$ cat config.mk
export PLATFORM = sky130hd
export DESIGN_NAME = timer_ctrl
export DESIGN_NICKNAME = d
export VERILOG_FILES = /design/src/rtl/timer_ctrl.sv
export SDC_FILE = /design/constraint.sdc
export NUM_CORES = 1
export LEC_CHECK = 0
export CAP_MARGIN = 10
export CELL_PAD_IN_SITES_DETAIL_PLACEMENT = 2
export CELL_PAD_IN_SITES_GLOBAL_PLACEMENT = 2
export CORE_UTILIZATION = 31
export CTS_CLUSTER_SIZE = 12
export DETAILED_ROUTE_END_ITERATION = 8
export GPL_ROUTABILITY_DRIVEN = 0
export PLACE_DENSITY = 0.82
export SLEW_MARGIN = 40
export SYNTH_ARGS = -nofsm -noshare
export SYNTH_HDL_FRONTEND = slang
export SYNTH_SLANG_ARGS = --single-unit
$ cat constraint.sdc
create_clock -name clk -period 2.4 [get_ports clk]
set_input_delay 0.36 -clock clk [delete_from_list [all_inputs] [get_ports clk]]
set_output_delay 0.36 -clock clk [all_outputs]
set_load 0.05 [all_outputs]
$ cat src/rtl/timer_ctrl.sv
// timer_ctrl: sequences the BCD digit-counter chain (prescale, load, run, pause, done).
module timer_ctrl #(
  parameter int unsigned NUM_DIGITS = 4,
  parameter int unsigned TICK_DIV   = 100000000,
  parameter int unsigned TICK_W     = 27
) (
  input  logic                    clk,
  input  logic                    reset,
  input  logic                    start,
  input  logic                    pause,
  input  logic                    clear,
  input  logic                    mode_up,
  input  logic [4*NUM_DIGITS-1:0] preset_val,
  input  logic [4*NUM_DIGITS-1:0] cnt_value,
  output logic                    cnt_rst,
  output logic                    cnt_load,
  output logic [4*NUM_DIGITS-1:0] cnt_load_val,
  output logic                    cnt_en,
  output logic                    cnt_up,
  output logic [2:0]              state,
  output logic                    running,
  output logic                    done,
  output logic                    alarm
);

  localparam int unsigned         VAL_W     = 4 * NUM_DIGITS;
  localparam logic [TICK_W-1:0]   TICK_LAST = TICK_W'(TICK_DIV - 1);

  typedef enum logic [2:0] {
    S_IDLE  = 3'd0,
    S_LOAD  = 3'd1,
    S_RUN   = 3'd2,
    S_PAUSE = 3'd3,
    S_DONE  = 3'd4
  } state_t;

  state_t             state_q, state_d;
  logic [TICK_W-1:0]  presc_q, presc_d;
  logic [VAL_W-1:0]   preset_q, preset_d;
  logic               up_q, up_d;
  logic               run_en;
  logic               at_term;
  logic               en_d, rst_d, load_d, running_d, done_d, alarm_d;
  logic [VAL_W-1:0]   load_val_d;

  assign state  = state_q;
  assign cnt_up = up_q;

  // Release synchroniser: the FSM ignores the first edge after reset deassertion.
  always_ff @(posedge clk or negedge reset) begin
    if (!reset) run_en <= 1'b0;
    else        run_en <= 1'b1;
  end

  // Terminal value: zero when counting down, the latched preset when counting up.
  always_comb begin
    at_term = (cnt_value == (up_q ? preset_q : '0));
  end

  // Next state, prescaler, command handling and next values of the registered outputs.
  always_comb begin
    state_d  = state_q;
    presc_d  = presc_q;
    preset_d = preset_q;
    up_d     = up_q;
    en_d     = 1'b0;
    case (state_q)
      S_IDLE: begin
        presc_d = '0;
        if (start) begin
          state_d  = S_LOAD;
          preset_d = preset_val;
          up_d     = mode_up;
        end
      end
      S_LOAD: begin
        presc_d = '0;
        state_d = S_RUN;
      end
      S_RUN: begin
        if (start) begin
          state_d  = S_LOAD;
          preset_d = preset_val;
          up_d     = mode_up;
        end else if (pause) begin
          state_d = S_PAUSE;
        end else if (at_term) begin
          state_d = S_DONE;
        end else if (presc_q == TICK_LAST) begin
          presc_d = '0;
          en_d    = 1'b1;
        end else begin
          presc_d = presc_q + TICK_W'(1);
        end
      end
      S_PAUSE: begin
        if (start) begin
          state_d  = S_LOAD;
          preset_d = preset_val;
          up_d     = mode_up;
        end else if (pause) begin
          state_d = S_RUN;
        end
      end
      S_DONE: begin
        if (start) begin
          state_d  = S_LOAD;
          preset_d = preset_val;
          up_d     = mode_up;
        end
      end
      default: begin
        state_d = S_IDLE;
        presc_d = '0;
      end
    endcase
    if (clear) begin
      state_d = S_IDLE;
      presc_d = '0;
      en_d    = 1'b0;
    end
    rst_d      = (state_d == S_IDLE) || (state_d == S_LOAD);
    load_d     = (state_d == S_LOAD) && !up_d;
    load_val_d = load_d ? preset_d : '0;
    running_d  = (state_d == S_RUN);
    done_d     = (state_d == S_DONE);
    alarm_d    = (state_d == S_DONE) && (state_q != S_DONE);
  end

  // State, datapath and output registers; frozen until the release synchroniser fires.
  always_ff @(posedge clk or negedge reset) begin
    if (!reset) begin
      state_q      <= S_IDLE;
      presc_q      <= '0;
      preset_q     <= '0;
      up_q         <= 1'b0;
      cnt_rst      <= 1'b1;
      cnt_load     <= 1'b0;
      cnt_load_val <= '0;
      cnt_en       <= 1'b0;
      running      <= 1'b0;
      done         <= 1'b0;
      alarm        <= 1'b0;
    end else if (run_en) begin
      state_q      <= state_d;
      presc_q      <= presc_d;
      preset_q     <= preset_d;
      up_q         <= up_d;
      cnt_rst      <= rst_d;
      cnt_load     <= load_d;
      cnt_load_val <= load_val_d;
      cnt_en       <= en_d;
      running      <= running_d;
      done         <= done_d;
      alarm        <= alarm_d;
    end
  end

endmodule

==> results of run 1 <==
[area by class of cell]
class                           instances  share of cell area
Clock inverter                          5              0.0138
Clock buffer                           11              0.0412
Timing Repair Buffer                  122               0.212
Inverter                               27              0.0172
Tap cell                              172              0.0365
Sequential cell                        70               0.299
Multi-Input combinational cell        293               0.381
[cells in the mapped netlist (4+ instances only)]
| cell | number | area [sq um] |
|---|---|---|
| dfrtp_1 | 69 | 1730 |
| or4_1 | 8 | 60.1 |
| mux2i_1 | 17 | 170 |
| o31ai_1 | 11 | 82.6 |
| nand2_1 | 17 | 63.8 |
| a2bb2oi_1 | 6 | 52.6 |
| or3_1 | 11 | 68.8 |
| inv_1 | 27 | 101 |
| a21oi_1 | 25 | 125 |
| nand4_1 | 13 | 81.3 |
| nor3_1 | 5 | 25.0 |
| nor2_1 | 28 | 105 |
| buf_6 | 7 | 78.8 |
| o22ai_1 | 10 | 62.6 |
| o41ai_1 | 4 | 35.0 |
| xnor2_1 | 7 | 61.3 |
| o22ai_2 | 10 | 125 |
| nand3_1 | 12 | 60.1 |
| nand4b_1 | 9 | 78.8 |
| nand2b_1 | 4 | 25.0 |
| and3_1 | 5 | 31.3 |
| o21ai_0 | 28 | 140 |
| mux2_2 | 19 | 214 |
| nor2b_1 | 5 | 31.3 |
| clkbuf_1 | 8 | 30.0 |
| and4_1 | 4 | 35.0 |
[power groups by stage]
stage	Combinational, W	Sequential (W)	Clock [W]
finish	0.00123	0.00144	0.00155
global placement	0.000851	0.00142	0
CTS	0.00105	0.00141	0.00152
detailed placement	0.000892	0.00144	0
global route	0.00127	0.00144	0.00160
floorplan	0.000443	0.00151	0
[per-layer routing]
layer | vias up | wire length [um]
met1 | 2153 | 7200
met4 | 0 | 1030
met2 | 156 | 10300
met5 | - | 0
li1 | 1766 | -
met3 | 62 | 779
[metrics by stage]
stage | std cells | utilization | total power, W | hold slack [ps]
detailed placement | 668 | 0.402 | 0.00233 | 425
global placement | 668 | 0.402 | 0.00227 | 408
finish | 700 | 0.465 | 0.00422 | 14.7
global route | 700 | 0.465 | 0.00431 | 73.6
floorplan | 412 | - | 0.00196 | 64.4
CTS | 692 | 0.441 | 0.00398 | 56.5
[flip-flops by register name, indices dropped and copies added, names as in the netlist]
register,count
cnt_rst,1
cnt_up,1
cnt_load,1
cnt_load_val,16
running,1
alarm,1
cnt_en,1
preset_q,16
done,1
state,3
run_en,1
presc_q,27
[kinds of logic after synthesis]
group	share of synthesized area
compound gates	0.194
other cells	0.000931
flops	0.435
mux	0.0953
buf+inv	0.0618
xor+xnor	0.0174
simple gates	0.192
fa+ha+maj	0.00311
[cells in the final DEF (no fill, tap or decap), types with 5 or more instances in the layout]
master	count
inv_1	27
nand4b_1	9
or3_1	11
a21oi_1	25
o22ai_4	6
o21ai_0	15
and3_1	5
clkbuf_16	13
o22ai_2	11
a2bb2oi_1	5
buf_4	46
dfrtp_1	65
nor2_1	28
xnor2_1	6
mux2i_1	17
nand4_1	13
nand2_1	15
mux2_2	19
o31ai_1	9
nor2b_1	5
clkdlybuf4s50_1	61
o21ai_1	12
nand3_1	12
buf_12	6
[final timing paths]
kind / slack [ps] / end / cells past startpoint / start
worst max-delay path: -440 / presc_q[15] / 10 / cnt_up
worst max register to register: -440 / presc_q[15] / 10 / cnt_up
max in group asynchronous: 1780 / cnt_load_val[8] / 2 / reset
worst min-delay path: 10 / presc_q[10] / 1 / reset
min in group clk: 520 / cnt_en / 1 / cnt_en
worst min register to register: 520 / cnt_en / 1 / cnt_en
[critical path: stages (launching register included)]
cell,delay (ps)
dfrtp_4,510
buf_6,160
nand4b_1,240
a2bb2oi_2,220
a22o_1,220
or4_4,590
a21oi_4,210
buf_12,140
clkbuf_16,150
o31ai_1,90
a21oi_1,200
[repair_timing]
item                       4_1_cts  5_1_grt
resized for setup               23       37
pin swaps                        1       11
cloned                           1        5
setup endpoints to repair       50       50
setup buffers                    7        4
==> impl_metrics.yaml, run 1 <==
status:
  status: "finished with violations"
  violations: "negative setup slack"
drt:
  drc: 0
  vias: 4137
  vias_per_cell: 5.91
  firstDrtPassIters: 7
  antenna_left: 0
  wirelength_um: 19300
  drt_iter0_markers: 151
  routedWlPerCell_um: 27.6
grt:
  grtUsageMet3: 0.0507
  grt_pass1_vias: 4558
  grt_pass1_wl_um: 25600
  use_met1: 0.283
  grt_antenna_before_repair: 0
  grt_max_degree: 44
  met2_usage: 0.475
  grt_overflow_total: 0
  grt_busiest_layer: "met2"
  track_usage: 0.259
clocking:
  cts_buffers: 9
  path_clk_slew_ps: 70
  cts_tree: "built"
  insertion_delay_ps: 370
  clock-sinks: 70
  clock_path_buffers: 2
  cts_hold_buf: 0
  htree_levels: 3
  cts_root_buf: "clkbuf_16"
placement:
  placed_area_sq_um: 5090
  place_ws_ps: -489
  portBuffers: 63
  dpl.hpwl_um: 9460
power:
  intPower_w: 0.00277
  seq_power_share: 0.341
  power_density_nw_per_um2: 716
  p_leak_nw: 2.34
  ir_drop_uv: 563
  switchingPower_w: 0.00145
  power_switching_share: 0.343
  p_clk_frac: 0.368
  p_comb_frac: 0.291
timing:
  period_needed_ps: 2840
  timing_hold_violations_final: 0
  finalClockSkew_ps: 18.0
  maxSlewHeadroom: 0.581
  finalMaxSlewViolations: 0
  tns_ps: -16660
  worst_pin_slew_ps: 628
  setup_viol: 50
  finalCritPeriodShare: 1.18
  max_freq_ghz: 0.353
  rsz0062_at_grt: "yes"
  fin_ws_ps: -436
job:
  maxCapViolCount: 0
finish:
  layout-drive-gt1-share: 0.273
  finalInstanceArea_sq_um: 5890
  fillers: 1290
  register_area_sq_um: 1760
  multiInputGateArea_sq_um: 2240
  nNetsFinal: 562
  area.growth.synth_to_final_pct: 46.2
  antenna_cells: 0
critical_path:
  worstSetupPathType: "flip-flop to flip-flop"
  critPathRequiredTime_ps: 2670
  worst-path-max-fanout: 10
  cp.arrival_ps: 3110
  cp-end-kind: "flip-flop"
  critPathLaunchType: "flip-flop"
synth:
  ys_seq_area_frac: 0.435
  synthCells: 412
  yosysWarningCount: 0
  synth_area_per_cell_sq_um: 9.78
  syn_nets: 451
  synthFlopType: "dfrtp_1"
  synth_cell_types: 55
  synth-edff-count: 0
  synth_async_sr_flop_share: 1.00
  synth_seq_cells: 70
  synth_area_sq_um: 4030
floorplanning:
  initial_core_util: 0.318
  die_h_um: 116
  rows: 41
  ioPinCount: 64
  dieArea_sq_um: 13500
  die_x_um: 116
  core-area_sq_um: 12700
hold_path:
  hold_class: "input pin to async pin"
Power figures use the tool's default switching activity.
==> run 2: changes to the inputs <==
Settings changed: CTS_BUF_LIST set to sky130_fd_sc_hd__clkbuf_8 sky130_fd_sc_hd__clkbuf_16.
==> run 2 against run 1 <==
The run still ends with negative setup slack left; sequential power barely moved; clock skew rose by 0.86 ps; register-to-register slack barely moved; die area did not move; clock power barely moved; critical path type unchanged; critical endpoint unchanged; highest routed layer unchanged.
==> impl_metrics.yaml, run 2 (synthesis gave the netlist of run 1 again) <==
timing:
  finalMaxSlewViolations: 0
  tns_ps: -17060
  finalCritPeriodShare: 1.19
  worst_pin_slew_ps: 627
  timing_hold_violations_final: 0
  period_needed_ps: 2850
  fin_ws_ps: -446
  max_freq_ghz: 0.351
  maxSlewHeadroom: 0.582
  rsz0062_at_grt: "yes"
  finalClockSkew_ps: 18.9
  setup_viol: 50
  hold-worst-slack_ps: 19.8
grt:
  grt_pass1_wl_um: 25600
  grt_overflow_total: 0
  grt_antenna_before_repair: 0
  grt_pass1_vias: 4558
  track_usage: 0.259
  grt_max_degree: 44
critical_path:
  cp_slowest_cell: "or4_4"
  worst-path-max-fanout: 10
  cp-end-kind: "flip-flop"
  cp_num_buf_inv: 3
  max_stage_delay_ps: 590
  critPathLaunchType: "flip-flop"
  crit_chain: "buf_6 -> nand4b_1 -> a2bb2oi_2 -> a22o_1 -> or4_4 -> a21oi_4 -> buf_12 -> clkbuf_16 -> o31ai_1 -> a21oi_1"
  worstSetupPathType: "flip-flop to flip-flop"
  cp.arrival_ps: 3110
  critPathTopFamily: "compound AO/OA/AOI/OAI gates"
  critPathRequiredTime_ps: 2670
clocking:
  cts_hold_buf: 0
  path_clk_slew_ps: 70
  insertion_delay_ps: 370
  clock_path_buffers: 2
  cts_tree: "built"
  clock-sinks: 70
  cts_buffers: 9
  htree_levels: 3
  cts_root_buf: "clkbuf_16"
status:
  violations: "negative setup slack"
  status: "finished with violations"
power:
  power_density_nw_per_um2: 714
  power_w: 0.00421
  ir_drop_uv: 563
  p_leak_nw: 2.34
placement:
  portBuffers: 63
  dpl.hpwl_um: 9460
drt:
  antenna_left: 0
  firstDrtPassIters: 4
  routedWlPerCell_um: 27.6
  drc: 0
  drt_iter0_markers: 151
  vias_per_cell: 5.84
  wirelength_um: 19300
  vias: 4091
finish:
  post-route-util: 0.465
  nNetsFinal: 562
  mostFrequentLayoutCell: "dfrtp_1"
  largest_register_ffs: 27
  area.growth.synth_to_final_pct: 46.2
  regMostFlops: "presc_q"
  layout-drive-gt1-share: 0.273
  antenna_cells: 0
  largest_registers: "presc_q x27, cnt_load_val x16, preset_q x16"
  layout_common_cells: "65 x dfrtp_1, 61 x clkdlybuf4s50_1, 46 x buf_4, 28 x nor2_1, 28 x inv_1"
floorplanning:
  rows: 41
  die_h_um: 116
  die_x_um: 116
  ioPinCount: 64
  initial_core_util: 0.318
  core-area_sq_um: 12700
  dieArea_sq_um: 13500
hold_path:
  hold_class: "input pin to async pin"
job:
  maxCapViolCount: 0
==> run 2: changes by cell type in the layout (fill, tap and decap cells not counted) <==
cell and delta:
clkbuf_1 -1, inv_1 +1
==> run 2: metrics by stage <==
step / setup WS, ps / area (sq um) / std cells
floorplan: -14.3 / 4030 / 412
global placement: -388 / 5090 / 668
detailed placement: -489 / 5090 / 668
CTS: -106 / 5590 / 692
global route: -483 / 5890 / 700
finish: -446 / 5890 / 700
==> run 2: power by group <==
| part | internal (W) | switching [W] | leakage (nW) |
|---|---|---|---|
| logic | 0.000546 | 0.000681 | 1.26 |
| clock network | 0.000938 | 0.000601 | 0.160 |
| registers | 0.00128 | 0.000157 | 0.922 |
| total | 0.00277 | 0.00144 | 2.34 |
==> run 2: repair_timing <==
action	4_1_cts	5_1_grt
endpoints found under the setup margin	50	50
pin swaps	1	11
buffers inserted	7	4
resized for setup	23	37
gates cloned	1	5
==> run 2: cell type report <==
class                      instances  area, sq um
sequential                        70         1760
timing repair buffer             122         1250
multi-input combinational        293         2240
tap                              172          215
inverter                          27          101
clock buffer                      10          239
clock inverter                     6         85.1
fill                            1290         6780
==> run 2: metal layers <==
| layer | GRT usage | routed length (um) | vias up |
|---|---|---|---|
| li1 | - | - | 1766 |
| met1 | 0.283 | 7150 | 2140 |
| met2 | 0.475 | 10400 | 126 |
| met3 | 0.0507 | 777 | 59 |
| met4 | 0.130 | 1010 | 0 |
| met5 | 0 | 0 | - |
==> run 2: final timing paths <==
path	start	endpoint	slack (ps)	depth (start not counted)
worst min-delay path	reset	presc_q[10]	20	1
worst max register to register	cnt_up	presc_q[15]	-450	10
min in group clk	cnt_en	cnt_en	520	1
worst min register to register	cnt_en	cnt_en	520	1
worst max-delay path	cnt_up	presc_q[15]	-450	10
max in group asynchronous	reset	cnt_load_val[8]	1770	2
==> run 3: changes to the inputs <==
Settings changed: CORE_MARGIN set to 2.
==> run 3 against run 2 <==
The flow still finishes with violations (negative setup slack); sequential share of layout area rose by 0.15 points; hold slack improved by 2.6 ps; combinational power barely moved; highest routed layer unchanged.
==> impl_metrics.yaml, run 3 (synthesis gave the netlist of run 1 again) <==
drt:
  wirelength_um: 19600
  vias: 4086
  drt_iter0_markers: 168
  firstDrtPassIters: 4
  drc: 0
  antenna_left: 0
  vias_per_cell: 5.89
  routedWlPerCell_um: 28.2
floorplanning:
  die_x_um: 118
  dieArea_sq_um: 13900
  core-area_sq_um: 12700
  ioPinCount: 64
  initial_core_util: 0.318
  die_h_um: 118
  rows: 41
timing:
  worst_pin_slew_ps: 591
  maxSlewHeadroom: 0.596
  fin_ws_ps: -300
  finalMaxSlewViolations: 0
  setup_viol: 50
  finalClockSkew_ps: 19.9
  period_needed_ps: 2700
  finalCritPeriodShare: 1.12
  max_freq_ghz: 0.370
  timing_hold_violations_final: 0
  rsz0062_at_grt: "yes"
clocking:
  cts_tree: "built"
  clock-sinks: 70
  insertion_delay_ps: 360
  cts_hold_buf: 0
  cts_root_buf: "clkbuf_16"
  clock_path_buffers: 2
  path_clk_slew_ps: 70
  cts_buffers: 9
  htree_levels: 3
power:
  power_density_nw_per_um2: 696
  power_w: 0.00408
  ir_drop_uv: 569
  p_leak_nw: 2.31
critical_path:
  critPathLaunchType: "flip-flop"
  cp.arrival_ps: 2960
  worst-path-max-fanout: 7
  critPathRequiredTime_ps: 2660
  cp-end-kind: "flip-flop"
  worstSetupPathType: "flip-flop to flip-flop"
placement:
  placed_area_sq_um: 5070
  portBuffers: 63
  dpl.hpwl_um: 9690
finish:
  layout-drive-gt1-share: 0.295
  largest_register_ffs: 27
  finalInstanceArea_sq_um: 5860
  layout_common_cells: "64 x dfrtp_1, 60 x clkdlybuf4s50_1, 40 x buf_4, 29 x inv_1, 27 x nor2_1"
  antenna_cells: 0
  mostFrequentLayoutCell: "dfrtp_1"
  regMostFlops: "presc_q"
  area.growth.synth_to_final_pct: 45.4
  largest_registers: "presc_q x27, cnt_load_val x16, preset_q x16"
  nNetsFinal: 556
  post-route-util: 0.462
hold_path:
  hold_class: "input pin to async pin"
grt:
  grt_antenna_before_repair: 0
  grt_overflow_total: 0
  track_usage: 0.243
  grt_max_degree: 45
  grt_pass1_wl_um: 26200
  grt_pass1_vias: 4514
job:
  maxCapViolCount: 0
status:
  violations: "negative setup slack"
  status: "finished with violations"
## run 3: layer usage
layer | track usage | part of all wire | vias to the layer above
met2 | 0.436 | 0.52 | 176
met4 | 0.108 | 0.048 | 0
met5 | 0 | 0 | -
met1 | 0.280 | 0.38 | 2090
met3 | 0.0446 | 0.055 | 66
li1 | - | - | 1754
## run 3: stage by stage
step	cells	TNS, ps	hold WS (ps)	setup slack [ps]
2_1_floorplan	412	-52.0	64.4	-14.3
3_3_place_gp	665	-13600	411	-320
3_5_place_dp	665	-19390	421	-465
4_1_cts	688	-1820	45.7	-104
5_1_grt	694	-15380	76.5	-383
6_report	694	-11150	22.4	-300
## run 3: worst max-delay path: stages (launching register included)
cell,delay (ps)
dfrtp_2,500
buf_4,180
o21a_1,100
nor3_1,310
o32ai_2,170
or4_4,570
a21oi_4,200
nand4_4,180
buf_12,230
o22ai_2,150
## run 3: report_power, final
group	total, W	internal, W	switching, W
Combinational	0.00120	0.000523	0.000681
Clock	0.00144	0.000854	0.000582
Sequential	0.00144	0.00128	0.000157
Total	0.00408	0.00266	0.00142
## run 3: worst paths after layout
path / start / endpoint / slack, ps / cells past startpoint
setup / recovery: cnt_up / cnt_load_val[6] / -300 / 9
hold / removal: reset / presc_q[10] / 20 / 1
setup reg to reg: cnt_up / cnt_load_val[6] / -300 / 9
hold reg to reg: cnt_en / cnt_en / 520 / 1
max in group asynchronous: reset / preset_q[0] / 1770 / 2
min in group clk: cnt_en / cnt_en / 520 / 1
## run 3: final cells by class
type                    count  area [sq um]
multi-input cells         293          2290
fillers                  1261          6810
clock buffers              11           253
flip-flops and latches     70          1760
well taps                 172           215
inverters                  27           101
repair buffers            116          1190
clock inverters             5          50.0
## run 3: repair_timing
action | 4_1_cts | 5_1_grt
resized for setup | 21 | 64
endpoints found under the setup margin | 49 | 50
pin swaps | 2 | 17
buffers inserted | 6 | 2
cloned | 1 | 5
